`config.mk`:
```
export PLATFORM = sky130hd
export DESIGN_NAME = eth_10g_link_fault_detect_rx
export DESIGN_NICKNAME = d
export VERILOG_FILES = /design/src/rtl/eth_10g_lf_pkg.sv /design/src/rtl/eth_10g_lf_column_decode.sv /design/src/rtl/eth_10g_link_fault_detect_rx.sv
export SDC_FILE = /design/constraint.sdc
export NUM_CORES = 1
export LEC_CHECK = 0
export CORE_UTILIZATION = 49
export CTS_BUF_LIST = sky130_fd_sc_hd__clkbuf_8
export DETAILED_ROUTE_END_ITERATION = 8
export PLACE_DENSITY = 0.95
export SLEW_MARGIN = 10
export SYNTH_ARGS = -nofsm -noshare
export SYNTH_HDL_FRONTEND = slang
export SYNTH_SLANG_ARGS = --single-unit
```
`constraint.sdc`:
```
create_clock -name clk -period 4.98 [get_ports clk]
set_input_delay 1.245 -clock clk [delete_from_list [all_inputs] [get_ports clk]]
set_output_delay 1.245 -clock clk [all_outputs]
set_load 0.1 [all_outputs]
```
`src/rtl/eth_10g_lf_pkg.sv`:
```
// Shared definitions for the 10G RX link fault detector.
//   - link fault status encodings driven on link_fault_status
//   - XGMII characters that make up a fault sequence ordered set
//   - col_seq_t: per-column classification result
// The col_seq_t values match the status encodings so a declared fault
// can copy the sequence type directly into the status register.
package eth_10g_lf_pkg;

  localparam logic [1:0] LF_NONE   = 2'b00;
  localparam logic [1:0] LF_LOCAL  = 2'b01;
  localparam logic [1:0] LF_REMOTE = 2'b10;

  localparam logic [7:0] SEQ_CHAR = 8'h9C;
  localparam logic [7:0] LF_CODE  = 8'h01;
  localparam logic [7:0] RF_CODE  = 8'h02;

  typedef enum logic [1:0] {
    COL_NONE   = 2'b00,
    COL_LOCAL  = 2'b01,
    COL_REMOTE = 2'b10
  } col_seq_t;

endpackage

```
`src/rtl/eth_10g_lf_column_decode.sv`:
```
// Combinational classifier for one 4-lane XGMII column.
// Ports:
//   data     in  32  lanes 0..3 of the column (lane i = bits [8i+7:8i])
//   ctrl     in   4  per-lane control flags
//   seq_type out  col_seq_t  LOCAL/REMOTE for a valid fault sequence, else NONE
// A 0x9C column with any other payload is an ordinary column.
module eth_10g_lf_column_decode
  import eth_10g_lf_pkg::*;
(
  input  logic [31:0] data,
  input  logic [3:0]  ctrl,
  output col_seq_t    seq_type
);

  always_comb begin
    seq_type = COL_NONE;
    if (ctrl == 4'b0001 && data[7:0] == SEQ_CHAR && data[23:8] == 16'h0000) begin
      if (data[31:24] == LF_CODE)
        seq_type = COL_LOCAL;
      else if (data[31:24] == RF_CODE)
        seq_type = COL_REMOTE;
    end
  end

endmodule

```
`src/rtl/eth_10g_link_fault_detect_rx.sv`:
```
// 10G MAC RX link fault detector (XGMII, 64-bit / two columns per clock).
// Ports:
//   clk               in   1  MAC RX clock
//   reset_n           in   1  synchronous active-low reset
//   xgmii_rx_data     in  64  column A = lanes 0-3, column B = lanes 4-7
//   xgmii_rx_ctrl     in   8  per-lane control flags
//   link_fault_status out  2  00 none, 01 local, 10 remote (registered)
//   seq_detected      out  1  pulse for each cycle carrying a fault sequence
// Column A is applied to the state first and column B sees the result, so
// one clock can advance the counters twice.
module eth_10g_link_fault_detect_rx
  import eth_10g_lf_pkg::*;
#(
  parameter int COL_WINDOW    = 128,
  parameter int SEQ_THRESHOLD = 4
)(
  input  logic        clk,
  input  logic        reset_n,
  input  logic [63:0] xgmii_rx_data,
  input  logic [7:0]  xgmii_rx_ctrl,
  output logic [1:0]  link_fault_status,
  output logic        seq_detected
);

  localparam int CW = $clog2(COL_WINDOW + 1);
  localparam int SW = $clog2(SEQ_THRESHOLD + 1);
  localparam logic [CW-1:0] COL_MAX = CW'(COL_WINDOW);
  localparam logic [SW-1:0] SEQ_MAX = SW'(SEQ_THRESHOLD);

  typedef struct packed {
    logic [1:0]    status;
    col_seq_t      last_type;
    logic [SW-1:0] seq_cnt;
    logic [CW-1:0] col_cnt;
  } lf_state_t;

  col_seq_t  col_type [2];
  lf_state_t st, st_a, st_next;

  for (genvar g = 0; g < 2; g++) begin : g_col
    eth_10g_lf_column_decode u_dec (
      .data     (xgmii_rx_data[32*g +: 32]),
      .ctrl     (xgmii_rx_ctrl[4*g +: 4]),
      .seq_type (col_type[g])
    );
  end

  // One column's worth of state evolution.
  function automatic lf_state_t col_update(input lf_state_t s, input col_seq_t t);
    lf_state_t n;
    n = s;
    if (t != COL_NONE) begin
      if (t == s.last_type) begin
        if (s.seq_cnt < SEQ_MAX)
          n.seq_cnt = s.seq_cnt + 1'b1;
      end else begin
        n.seq_cnt   = SW'(1);
        n.last_type = t;
      end
      n.col_cnt = '0;
      if (n.seq_cnt == SEQ_MAX)
        n.status = t;
    end else begin
      if (s.col_cnt < COL_MAX)
        n.col_cnt = s.col_cnt + 1'b1;
      // Saturated counter keeps re-clearing; harmless since nothing is set.
      if (n.col_cnt == COL_MAX) begin
        n.seq_cnt   = '0;
        n.last_type = COL_NONE;
        n.status    = LF_NONE;
      end
    end
    return n;
  endfunction

  always_comb begin
    st_a    = col_update(st, col_type[0]);
    st_next = col_update(st_a, col_type[1]);
  end

  always_ff @(posedge clk) begin
    if (!reset_n) begin
      st           <= '0;
      seq_detected <= 1'b0;
    end else begin
      st           <= st_next;
      seq_detected <= (col_type[0] != COL_NONE) || (col_type[1] != COL_NONE);
    end
  end

  assign link_fault_status = st.status;

endmodule
```
==> run_results.csv <==
group,metric,value,unit
power_and_ir_drop,p_per_area,126,nW/um2
sta,fin_crit_sh,0.884,
logic_synthesis,synth_edf_count,0,
floorplan,coreArea,3740,um2
clocking,clock_latency,260,ps
power_and_ir_drop,vdd_drop_max,0.0744,mV
clocking,cts_tree,"yes",
power_and_ir_drop,pwr-share-comb,0.288,
logic_synthesis,avgSynthCellArea,7.62,um2
placement,numPortBuffers,76,
drt,routed.top_layer,"met4",
power_and_ir_drop,p_clk_frac,0.336,
power_and_ir_drop,p_sw,0.0865,mW
global_routing,antenna_found_initial,0,
sta,max_slew_margin,0.351,
critical_path,cp-end-kind,"flip-flop",
clocking,cts_resized,0,
logic_synthesis,ys.warnings.count,0,
power_and_ir_drop,pwr-share-seq,0.376,
drt,drt_first_pass_iters,4,
drt,m1WireLength,2370,um
sta,hold_violations,0,
critical_path,cp_max_fo,11,
power_and_ir_drop,p_sw_frac,0.245,
sta,setup_tns,0,ps
layout,nets,409,
layout,final_cell_mix,"clkdlybuf4s50_1 (76), nor2_1 (22), nand2_1 (22), nor4_1 (17), dfxtp_1 (16)",
power_and_ir_drop,internal_power,0.266,mW
layout,insertedDiodeCount,0,
critical_path,critPathMaxStageDelay,650,ps
critical_path,crit_chain,"clkdlybuf4s50_1 > and2b_1 > nor2_1 > nor4_1 > buf_4 > nor2_1 > ha_1 > nand2_1 > nor4_1 > xor2_1 > and4bb_1 > nor3_2 > a211oi_1 > nor3_1",
layout,area_growth,43.3,%
critical_path,startpoint_type,"input pin",
sta,tightest_slew,970,ps
logic_synthesis,yosysUniqueCellTypes,66,
drt,drtAntennaViolNets,0,
drt,route.detailed.drc,0,
placement,dp_hpwl,4930,um
power_and_ir_drop,leakage,0.895,nW
drt,wl_met3,595,um
logic_synthesis,post_synth_main_area_contributors,"dfxtp_1 (16%), nor4_1 (5.5%), nor4b_1 (4.5%)",
sta,setup_slack,578,ps
critical_path,cp_slowest_cell,"clkdlybuf4s50_1",
global_routing,overflow,0,
job,cap_violations,0,
drt,vias,2420,
sta,clock_skew,2.68,ps
hold_path,hold_path_class,"flip-flop to flip-flop",
power_and_ir_drop,p_total,0.353,mW
placement,globalplace.congestion,0.915,
sta,final_max_slew_viol_count,0,
layout,mostFrequentLayoutCell,"clkdlybuf4s50_1",
critical_path,required,5160,ps
sta,fmax,227,MHz
floorplan,num_io_pins,77,
logic_synthesis,syn_nets,334,
placement,dp_slack,517,ps
logic_synthesis,ys.flop_type,"dfxtp_1",
logic_synthesis,yosysTopAreaCell,"dfxtp_1",
global_routing,grt_use_total,0.299,
global_routing,grt_max_degree,12,
logic_synthesis,syn_inst,256,
clocking,htree_levels,1,
clocking,hold_buffers,0,
drt,vias_per_cell,6.40,
sta,finalSetupViolCount,0,
logic_synthesis,synth_area,1950,um2
logic_synthesis,synth-seq-cells,16,
drt,wl_met2,3040,um
logic_synthesis,synthArstFlopShare,0,
logic_synthesis,synth_top_area_share,0.164,
drt,routed_wirelength,6280,um
critical_path,arrival,4580,ps
clocking,cts.root.buffer_cell,"clkbuf_8",
floorplan,num_rows,22,
clocking,post_cts_buffers,0,
global_routing,grt_pass1_vias,2377,
drt,initialDrtViolationCount,125,
layout,finish.utilization,0.747,
floorplan,start_util,0.521,
clocking,clkTransAtPathRegs,70,ps
layout,final_layout_size_suffix_gt1_frac,0.0818,
status,status,"finished, final reports clean",
clocking,cts_buffers,3,
clocking,clock_sinks,16,
global_routing,grt_pass1_wl,10000,um
clocking,cts_buffer_depth,2,
sta,min_period,4400,ps
floorplan,die_h,65.1,um
floorplan,die_w,65.1,um
logic_synthesis,seq_area_frac_synth,0.164,
floorplan,dieArea,4240,um2
critical_path,critPathKind,"input pin to flip-flop",
drt,wl_per_cell,16.6,um
sta,rsz0062_at_grt,"false",
[kinds of logic after synthesis]
kind of cell / share of synthesized area
AOI/OAI and AO/OA: 0.209
xor gates and xnor gates: 0.0622
adders and majority gates: 0.0257
buffers and inverters: 0.0314
DFF: 0.164
muxes: 0.0212
and+or+nand+nor: 0.486
[layer usage]
layer	track usage	vias up
li1	-	1150
met1	0.313	1099
met4	0.179	0
met3	0.0642	29
met2	0.543	142
met5	0	-
[cells in the mapped netlist (all sizes together), types with 3 or more instances]
cell and count:
nand2 23, nor2 23, nor4 18, dfxtp 16, nand3 14, nor4b 14, a21oi 11, o21ai 11
nor3 10, buf 8, nand2b 7, nand4 7, nor2b 7, xor2 7, xnor2 6, a211oi 5
and2 4, ha 4, inv 4, nor4bb 4, o211ai 4, or4 4, a21boi 3, a31oi 3
mux2i 3, nand3b 3, nor3b 3, o21a 3
[state kept, by name (all words and copies together) (netlist names)]
register,cells
seq_detected,1
st,13
link_fault_status,2
[power by group through the flow]
stage / registers [mW] / logic, mW / clock network (mW)
detailed placement: 0.135 / 0.100 / 0
floorplan: 0.134 / 0.0307 / 0
global route: 0.133 / 0.109 / 0.122
finish: 0.133 / 0.102 / 0.119
CTS: 0.132 / 0.101 / 0.116
global placement: 0.135 / 0.0981 / 0
[final timing paths]
kind                      from                              end  slack [ps]  cells after the start
max          xgmii_rx_data[24]  link_fault_status[0]$_SDFF_PN0_         580                     14
min           st[0]$_SDFF_PP0_                 st[0]$_SDFF_PP0_         610                      2
max reg2reg   st[0]$_SDFF_PP0_  link_fault_status[1]$_SDFF_PN0_        1400                     12
min reg2reg   st[0]$_SDFF_PP0_                 st[0]$_SDFF_PP0_         610                      2
[stage by stage]
step	cells	instance area, um2	hold slack (ps)
finish	378	2800	611
global route	378	2800	637
CTS	378	2800	602
detailed placement	374	2740	589
global placement	374	2740	580
floorplan	256	1950	604
[worst max-delay path: cells and delay by family]
family,cells,cell delay (ps)
buf+inv,2,800
simple gates,9,2020
compound gates,1,100
xor+xnor,1,130
fa+ha+maj,1,260
[cell type report]
cell class              count  area (um2)
well taps                  48        60.1
flip-flops and latches     16         320
clock buffers               4        55.1
inverters                   4        15.0
repair buffers             78         776
multi-input cells         228        1570
fillers                   291         948
Note: power is estimated with default switching activity, not from simulation.
